`config.mk`:
```
export PLATFORM = sky130hd
export DESIGN_NAME = instr_queue
export DESIGN_NICKNAME = d
export VERILOG_FILES = /design/src/rtl/instr_queue.sv
export SDC_FILE = /design/constraint.sdc
export NUM_CORES = 1
export LEC_CHECK = 0
export ABC_CLOCK_PERIOD_IN_PS = 5650
export BUFFER_PORTS_ARGS = -buffer_cell sky130_fd_sc_hd__buf_2
export CORE_MARGIN = 2
export CORE_UTILIZATION = 29
export DETAILED_ROUTE_END_ITERATION = 6
export GPL_ROUTABILITY_DRIVEN = 0
export HOLD_SLACK_MARGIN = 0.08
export SKIP_LAST_GASP = 1
export SLEW_MARGIN = 15
export SYNTH_ARGS = -nofsm -noshare
export SYNTH_HDL_FRONTEND = slang
export SYNTH_SLANG_ARGS = --single-unit
```
`constraint.sdc`:
```
create_clock -name clk -period 5.65 [get_ports clk]
set_clock_uncertainty 0.15 [all_clocks]
set_input_delay 0.8475 -clock clk [delete_from_list [all_inputs] [get_ports clk]]
set_output_delay 0.8475 -clock clk [all_outputs]
set_load 0.05 [all_outputs]
```
`src/rtl/instr_queue.sv`:
```
// rtl/instr_queue.sv - in-order fetch-to-decode instruction buffer with show-ahead head output.
// Optional same-cycle empty-queue bypass is enabled by defining IQ_BYPASS_EN.
module instr_queue #(
  parameter int DEPTH       = 16,
  parameter int ADDR_W      = 4,
  parameter int FULL_MARGIN = 2
) (
  input  logic              clk,
  input  logic              rst,
  input  logic              flush,
  input  logic [31:0]       instruction,
  input  logic [31:0]       now_pc,
  input  logic              out_ready,
  output logic              out_valid,
  output logic [31:0]       out_instruction,
  output logic [31:0]       out_pc,
  output logic              out_compressed,
  output logic              iq_full,
  output logic [ADDR_W:0]   count,
  output logic              overflow
);

  localparam logic [ADDR_W:0] FULL_CNT = (ADDR_W+1)'(DEPTH);
  localparam logic [ADDR_W:0] MARGIN   = (ADDR_W+1)'(FULL_MARGIN);

  logic [63:0]       mem [DEPTH];
  logic [ADDR_W-1:0] head;
  logic [ADDR_W-1:0] tail;

  logic enq_req;
  logic is_empty;
  logic is_full;
  logic bypass_take;
  logic do_deq;
  logic deq_mem;
  logic do_write;

  assign enq_req  = (instruction != 32'h0) && !flush;
  assign is_empty = (count == '0);
  assign is_full  = (count == FULL_CNT);

`ifdef IQ_BYPASS_EN
  logic bypass_hit;
  assign bypass_hit  = is_empty && enq_req;
  assign bypass_take = bypass_hit && out_ready;

  always_comb begin
    out_valid       = !is_empty || bypass_hit;
    out_instruction = mem[head][31:0];
    out_pc          = mem[head][63:32];
    if (bypass_hit) begin
      out_instruction = instruction;
      out_pc          = now_pc;
    end
  end
`else
  assign bypass_take     = 1'b0;
  assign out_valid       = !is_empty;
  assign out_instruction = mem[head][31:0];
  assign out_pc          = mem[head][63:32];
`endif

  assign out_compressed = (out_instruction[1:0] != 2'b11);
  assign iq_full        = ((FULL_CNT - count) <= MARGIN);

  // A bypassed word is handed straight to the consumer and never touches storage.
  assign do_deq   = out_valid && out_ready && !flush;
  assign deq_mem  = do_deq && !bypass_take;
  assign do_write = enq_req && !bypass_take && (!is_full || deq_mem);

  always_ff @(posedge clk) begin
    if (do_write) begin
      mem[tail] <= {now_pc, instruction};
    end
  end

  always_ff @(posedge clk or posedge rst) begin
    if (rst) begin
      head     <= '0;
      tail     <= '0;
      count    <= '0;
      overflow <= 1'b0;
    end else if (flush) begin
      head  <= '0;
      tail  <= '0;
      count <= '0;
    end else begin
      if (do_write) begin
        tail <= tail + 1'b1;
      end
      if (deq_mem) begin
        head <= head + 1'b1;
      end
      if (do_write && !deq_mem) begin
        count <= count + 1'b1;
      end else if (deq_mem && !do_write) begin
        count <= count - 1'b1;
      end
      if (enq_req && is_full && !deq_mem) begin
        overflow <= 1'b1;
      end
    end
  end

endmodule

```
; ---- Word-level counts from Yosys, hierarchy flattened
; Memory sizes are Yosys's and may differ from the RTL's.
; Index checks and enable logic that the tools add are counted.
[totals]
regBits = 14
in_bits = 68
elab_cells = 43
memories = 1
mem_bits_rw = 1024
[memory_table]
columns = memory, words, word_bits, rd, rd_clocked_by_memory_dff, write_ports, line_no
row1 = mem, 16, 64, 1, 0, 1, 26  ; logic [63:0] mem [DEPTH];
[classes]
reduce_logical = 20
n_lt_le_gt_ge = 1
bitwise_logic = 1
n_mux = 9
n_addsub = 5
eq_ne = 2
[ops]
columns = op, count
row1 = $reduce_bool 32->1, 1
row2 = $mux 4, 4
row3 = $mux 5, 3
row4 = $add 4x1->4 const B, 2
row5 = $logic_and 1x1->1, 8
row6 = $add 5x1->5 const B, 1
row7 = $eq 5x5->1 const B, 1
row8 = $le 5x2->1 const B, 1
row9 = $logic_not 1->1, 5
row10 = $logic_not 5->1, 1
row11 = $sub 5x1->5 const B, 1
row12 = $sub 5x5->5 const A, 1
row13 = $reduce_bool 2->1, 2
row14 = $reduce_bool 3->1, 1
row15 = $mux 1, 2
row16 = $ne 2x2->1 const B, 1
row17 = $reduce_and 2->1, 1
row18 = $logic_or 1x1->1, 1
row19 = $not 1->1, 1

; ---- Longest topological paths before layout
; Gate-level depths: netlist of run 1.
[logic_depth]
depth_word = 11
depth_mapped = 13

; ---- Worst setup path after synthesis of run 1
; OpenSTA, ideal clock, no wires.
[synth_path]
path_kind = reg-to-reg
from = register count[0]
to = memory mem[10][0] (enable)
synth_period_minus_slack_ps = 4342
arrival_time_ps = 3764
setup_ps = 429
required_time_ps = 5071
n_path_buf = 0
stages_incl_launch_ff = 11
setup_slack_ps = 1308
cell_sequence = dfrtp_1 -> inv_1 -> ha_1 -> nand2_1 -> nor2_1 -> ha_1 -> nand2b_1 -> a21oi_1 -> o21ai_1 -> nor3b_1 -> and2_1
[synth_between]
elab_chain_cells = 8
word_cells_on_any_way = 10
cone_classes = eq/ne: 1 / mux: 2 / reduce/logical: 7
[synth_rtl]
columns = element, line_no
row1 = "start, declared", 19  ; output logic [ADDR_W:0] count,
row2 = "start signal, assigned", 95  ; count <= count + 1'b1;
row3 = "start signal, assigned", 97  ; count <= count - 1'b1;
row4 = $logic_not 5->1, 39  ; assign is_empty = (count == '0);
row5 = $logic_not 1->1, 58  ; assign out_valid = !is_empty;
row6 = $logic_and 1x1->1 (2 in series), 67  ; assign do_deq = out_valid && out_ready && !flush;
row7 = $logic_or 1x1->1 (*), 69  ; assign do_write = enq_req && !bypass_take && (!is_full || deq_mem);
row8 = $logic_and 1x1->1 (*), 69
row9 = $mux 1 (*), 72  ; if (do_write) begin
row10 = $mux 1 (not written as such) (*), 73  ; mem[tail] <= {now_pc, instruction};
row11 = "end, declared", 26
; Every way passes the cells marked *; elsewhere a longest branch is shown, timed or not.

; ---- Worst setup path in the final report of run 1
[layout_path]
from = register head[0]
to = output out_pc[4]
[layout_between]
elab_chain_cells = 1
[layout_rtl]
columns = element, line_no
row1 = "start, declared", 27  ; logic [ADDR_W-1:0] head;
row2 = "start signal, assigned", 92  ; head <= head + 1'b1;
row3 = $mem_v2 16x64, --
row4 = "end, declared", 16  ; output logic [31:0] out_pc,
; No other way between the ends.

==> qor.txt, run 1 <==
status - finished, violations left
violated checks - DRC
Post-synth EDFFs - 1024
post-synth cell types - 36
DRT Pass-1 Iters - 7
worst hold path class - flop to flop
WHS Path Cells - 1
Worst path slowest cell - dfrtp_4
final setup violating endpoints - 0
clk root buf - clkbuf_16
post-CTS setup buffer count - 0
unrepaired setup endpoints after global routing - false
H-Tree Depth - 3
post-route minimum period - 4.49 ns
most frequent cells in the layout - edfxtp_1, mux4_2, buf_2, clkbuf_16, clkinv_1
crit-path leading delay family - multiplexers
Max VDD drop - 0.251 mV
DRT iter0 DRCs - 1633
Setup CP Type - flop to output pin
grt total ovfl - 0
reg2reg start - count[0]
Syn Area/Cell - 25.5 µm²
final wirelength - 89.8 mm
r2r setup slk - 1.27 ns
maximum fanout along the worst path - 46
Slew Viols, Final - 0
most common cell after layout, fill and taps aside - edfxtp_1
Hold WS - 0.345 ns
Worst Setup End Kind - output pin
num ports - 141
worst reg-to-reg path cell count - 11
Mapped Nets - 1633
Tot GR Track Use - 12.8%
Clock Path Buffers - 3
vias in the first global route - 18600
TNS Setup - 0 ns
CTS tree - done
Antenna Nets Post-Route - 0
Seq/Total Area, Yosys - 78.6%
Initial Util - 29.2%
PostCTS Resize Cnt - 0
placed wire-length estimate - 51.0 mm
dominant synthesized flop cell - edfxtp_1
Hold Violations, Final - 0
crit path cell chain - buf_12 > mux4_2 > mux4_2 > buf_2
Final #Nets - 1831
largest net degree at the start of global routing - 81
Slew Limit Headroom - 26.0%
via count - 17200
FMAX - 223 MHz
area of the core - 135000 µm²
Fillers - 12500
CTS Hold Buffers Added - 1
Area Overhead vs Synth - 15.3%
clock sinks - 1038
crit path launch - head[0]
Std-Cell Rows - 135
Mapped Cells - 1551
Post-synth ARST share - 1.35%
critical path depth - 4
FF+latch count, synth - 1038
Required @ worst endpoint - 4.65 ns
Least-Margin Pin Slew - 1.11 ns
critical path's most frequent cell - mux4_2
global-route wire length before repair - 132 mm
Die H - 373 µm
post-DR wirelength/cell - 24.8 µm
fin crit share - 79.5%
HP Start - overflow
die area - 139000 µm²
PD cells - 430 nW/µm²
Pleak - 0.0138 µW
Die Wd - 373 µm
TritonCTS buffer count - 99
max cap viols - 0
IO buf count - 140
crit path DAT - 3.49 ns
clock slew at reported path FFs - 0.06 ns
CP bufs+invs - 2
Clock Latency Late Sink - 0.66 ns
Warnings, synthesis - 0
Via density - 4.75
initial antenna violation count - 23
Residual DRC - 3
crit start category - flop
layout cells sized above 1 - 35.6%
cell area after synthesis - 39600 µm²
Largest stage delay, worst path - 0.97 ns
==> logic make-up (layout without fill, tap and decap cells) <==
kind of cell / Yosys count / in the layout / share of synthesized area (%)
compound gates: 19 / 19 / 0.297
buf+inv: 84 / 362 / 1.32
fa+ha+maj: 14 / 14 / 0.461
other cells: 0 / 4 / 0
xor+xnor: 6 / 6 / 0.133
flops: 1038 / 1038 / 78.6
mux: 324 / 324 / 18.3
simple gates: 66 / 66 / 0.920
==> flip-flops by register name (all words and copies together), names as in the netlist <==
| register | count |
|---|---|
| overflow | 1 |
| head | 4 |
| tail | 4 |
| mem | 1024 |
| count | 5 |
==> through the flow <==
step	cells	area (µm²)	setup WS (ns)	util, %	power, µW
floorplan	1551	39600	1.31	-	12300
global placement	3428	42500	1.44	31.4	13500
detailed placement	3428	42500	1.37	31.4	13500
CTS	3610	45600	0.978	33.7	19900
global route	3610	45600	0.921	33.7	20400
finish	3614	45700	1.16	33.7	19600
==> worst paths after layout <==
| path | endpoint |
|---|---|
| max | out_pc[4] |
| min | overflow |
| max reg2reg | mem[6][36] |
| min reg2reg | overflow |
| max in group asynchronous | head[0] |
| min in group asynchronous | count[0] |
==> routing by layer <==
layer	vias to the layer above	share of wire, %	wire length (µm)	global-route usage, %
li1	7189	-	-	-
met1	9426	43	38900	17.2
met2	396	49	44000	21.2
met3	144	5.7	5080	2.71
met4	28	1.7	1550	3.06
met5	-	0.19	167	0
==> power breakdown <==
group	switching, µW	internal (µW)	total (µW)
clock	2800	3600	6400
sequential	180	8670	8850
combinational	2570	1830	4400
total	5540	14100	19600
==> synthesized netlist by cell type, types with 2 or more instances <==
cell type / number / share of area, %
a21oi_1: 6 / 0.076
and2_1: 13 / 0.21
and4_1: 6 / 0.13
buf_1: 17 / 0.16
buf_2: 13 / 0.16
buf_6: 25 / 0.71
clkbuf_1: 18 / 0.17
dfrtp_1: 14 / 0.88
edfxtp_1: 1024 / 78
ha_1: 13 / 0.41
inv_1: 10 / 0.095
mux2_1: 2 / 0.057
mux2i_1: 2 / 0.051
mux4_2: 320 / 18
nand2_1: 12 / 0.11
nand2b_1: 2 / 0.032
nand3_1: 4 / 0.051
nand4_1: 5 / 0.079
nor2_1: 12 / 0.11
nor3b_1: 2 / 0.038
nor4_1: 8 / 0.13
o21ai_0: 3 / 0.038
o21ai_1: 2 / 0.025
o31ai_1: 2 / 0.038
xnor2_1: 3 / 0.066
xor2_1: 3 / 0.066
==> area by class of cell <==
class	count	area, µm²	share of cell area (%)
Sequential cell	1038	31100	68.2
Multi-Input combinational cell	429	8010	17.5
Clock buffer	116	2630	5.75
Tap cell	1781	2230	4.88
Timing Repair Buffer	171	1110	2.43
Clock inverter	65	517	1.13
Inverter	10	37.5	0.0822
Antenna cell	4	10.0	0.0219
No activity file was read; power rests on OpenSTA's default activity.
==> run 2: changes to the inputs <==
--- a/config.mk
+++ b/config.mk
@@ -5,7 +5,8 @@
 export SDC_FILE = /design/constraint.sdc
 export NUM_CORES = 1
 export LEC_CHECK = 0
-export ABC_CLOCK_PERIOD_IN_PS = 5650
+export ABC_AREA = 1
+export ABC_CLOCK_PERIOD_IN_PS = 3920
 export BUFFER_PORTS_ARGS = -buffer_cell sky130_fd_sc_hd__buf_2
 export CORE_MARGIN = 2
 export CORE_UTILIZATION = 29
==> constraint.sdc (replaced) <==
create_clock -name clk -period 3.92 [get_ports clk]
set_clock_uncertainty 0.15 [all_clocks]
set_input_delay 0.588 -clock clk [delete_from_list [all_inputs] [get_ports clk]]
set_output_delay 0.588 -clock clk [all_outputs]
set_load 0.05 [all_outputs]
==> run 2 against run 1 <==
- the flow now finishes without violations
- sequential share of layout area fell by 2.3 points
- die area is 2.6% higher
- design area grew 3.4%
- largest power group unchanged
==> qor.txt, run 2 <==
status - finished clean
Placement Setup Slack - 0.615 ns
dominant synthesized flop cell - edfxtp_1
IO buf count - 140
crit start category - flop
DRT Pass-1 Iters - 5
PD cells - 625 nW/µm²
Clock Path Buffers - 3
Least-Margin Pin Slew - 0.759 ns
cell area after synthesis - 40600 µm²
post-DR wirelength/cell - 21.0 µm
die area - 143000 µm²
leading cell types by count after synthesis - edfxtp_1, nor2_1, o21ai_0
Slew Viols, Final - 0
Residual DRC - 0
num ports - 141
Setup CP Type - flop to output pin
most common cell after layout, fill and taps aside - edfxtp_1
placed wire-length estimate - 56.6 mm
FF+latch count, synth - 1038
clk root buf - clkbuf_16
post-route minimum period - 3.85 ns
worst hold path class - input pin to flop
reg2reg start - count[0]
post-CTS setup buffer count - 0
Worst Setup End Kind - output pin
Initial Util - 29.2%
crit path cell chain - inv_12 > buf_12 > o21ai_0 > o22ai_1 > o21ai_0 > o22ai_1 > buf_2
biggest regs - mem (1024), count (5)
largest register by flop count - mem
TNS Setup - 0 ns
Area contributors post-synth - edfxtp_1, o21ai_0, nor2_1
Warnings, synthesis - 0
initial antenna violation count - 31
post-synth top area cell - edfxtp_1
r2r setup slk - 0.60 ns
Mapped Cells - 3047
crit-path leading delay family - buffers and inverters
HP Start - now_pc[1]
unrepaired setup endpoints after global routing - true
vias in the first global route - 24400
CP bufs+invs - 3
Design Power - 29500 µW
Worst path slowest cell - o22ai_1
most frequent cells in the layout - edfxtp_1, nor2_1, o21ai_0, o22ai_1, buf_2
final wirelength - 108 mm
max FFs per register - 1024
Area Overhead vs Synth - 16.2%
layout cells sized above 1 - 12.2%
TritonCTS buffer count - 99
FMAX - 260 MHz
Post-synth ARST share - 1.35%
grt total ovfl - 0
Largest stage delay, worst path - 0.57 ns
crit path DAT - 3.11 ns
design area - 47200 µm²
Final #Nets - 3252
placed cell areas - 44100 µm²
clock sinks - 1038
via count - 25500
crit path launch - head[1]
maximum fanout along the worst path - 69
Pleak - 0.0153 µW
H-Tree Depth - 3
Post-synth EDFFs - 1024
setup ws final - 0.0676 ns
post-synth cell types - 30
Seq/Total Area, Yosys - 76.5%
Syn Area/Cell - 13.3 µm²
CTS tree - done
fin crit share - 98.3%
DRT iter0 DRCs - 2225
Hold Violations, Final - 0
area of the core - 139000 µm²
max cap viols - 0
most numerous cell in the Yosys netlist - edfxtp_1
Fillers - 13500
global-route wire length before repair - 160 mm
final setup violating endpoints - 0
Std-Cell Rows - 137
share of the synthesized area in the top cell type - 75.7%
Required @ worst endpoint - 3.18 ns
Mapped Nets - 3129
Die Wd - 378 µm
largest net degree at the start of global routing - 127
Tot GR Track Use - 14.8%
Max VDD drop - 0.479 mV
Clock Latency Late Sink - 0.68 ns
clock slew at reported path FFs - 0.06 ns
Antenna Nets Post-Route - 0
Slew Limit Headroom - 49.4%
Via density - 4.97
Die H - 378 µm
run 2: cell types whose count changed in the layout (fill, tap and decap cells not counted), sizes merged, moves of 7 or more:
cell    before  now
a21oi        6   46
a22oi        1   18
and2        13    0
buf        170  228
clkbuf     116  130
inv         12   41
mux4       320    0
nand2       12   92
nand3        4   12
nor2        12  649
nor4         8    1
o21ai        5  614
o22ai        0  296
run 2: final timing paths:
path | depth (start not counted) | to
min in group asynchronous | 3 | count[1]
worst min register to register | 1 | overflow
worst max-delay path | 7 | out_instruction[10]
worst max register to register | 19 | count[4]
worst min-delay path | 1 | mem[15][33]
max in group asynchronous | 3 | head[0]
run 2: what timing repair did:
item,CTS,global route
endpoints found under the hold margin,16,0
hold buffers,2,0
endpoints found under the setup margin,17,14
resized for setup,4,7
pin swaps,0,0
run 2: cell type report:
| class | count | area [µm²] | share of cell area (%) |
|---|---|---|---|
| antenna | 5 | 12.5 | 0.0265 |
| clock buffer | 127 | 2650 | 5.60 |
| clock inverter | 57 | 425 | 0.901 |
| inverter | 41 | 204 | 0.432 |
| multi-input combinational | 1757 | 8570 | 18.1 |
| sequential | 1038 | 31100 | 65.9 |
| tap | 1876 | 2350 | 4.97 |
| timing repair buffer | 233 | 1900 | 4.03 |
run 2: worst reg2reg max path: stages (launching register included):
cell	delay (ns)
dfrtp_2	0.46
inv_1	0.10
ha_1	0.18
nand2_1	0.06
nor2_1	0.17
ha_1	0.23
clkinvlp_4	0.09
nand2_1	0.09
inv_1	0.08
nand2_1	0.12
nand4_1	0.34
ha_1	0.46
a21oi_1	0.20
nand3_1	0.09
nand2_1	0.10
inv_1	0.04
nand2_1	0.05
nand2_1	0.07
nand2_1	0.06
nand2_1	0.05
run 2: per-stage QoR:
| step | hold WS, ns | std cells | utilization [%] |
|---|---|---|---|
| after CTS | 0.0872 | 5129 | 33.9 |
| final | 0.138 | 5134 | 33.9 |
| after global placement | 0.311 | 4943 | 31.6 |
| after global routing | 0.124 | 5131 | 33.9 |
| after floorplan | 0.327 | 3047 | - |
| after detailed placement | 0.320 | 4943 | 31.6 |
run 2: power breakdown:
part	internal [µW]	switching, µW
registers	12700	160
clock network	5100	4050
logic	2020	5500
run 2: kinds of logic (layout without fill, tap and decap cells):
family	count (synthesis)	in the layout	synth area share, %
fa+ha+maj	14	14	0.449
compound gates	980	980	13.1
xor+xnor	5	5	0.108
buf+inv	252	458	2.73
other cells	0	5	0
flops	1038	1038	76.5
simple gates	758	758	7.07
run 2: layer usage:
metal  up-vias  track usage [%]  wire (µm)
li1      11600                -          -
met1     13000             20.4      48200
met2       729             23.6      50400
met3       173             2.92       6650
met4        32             4.59       2580
met5         -                0        186
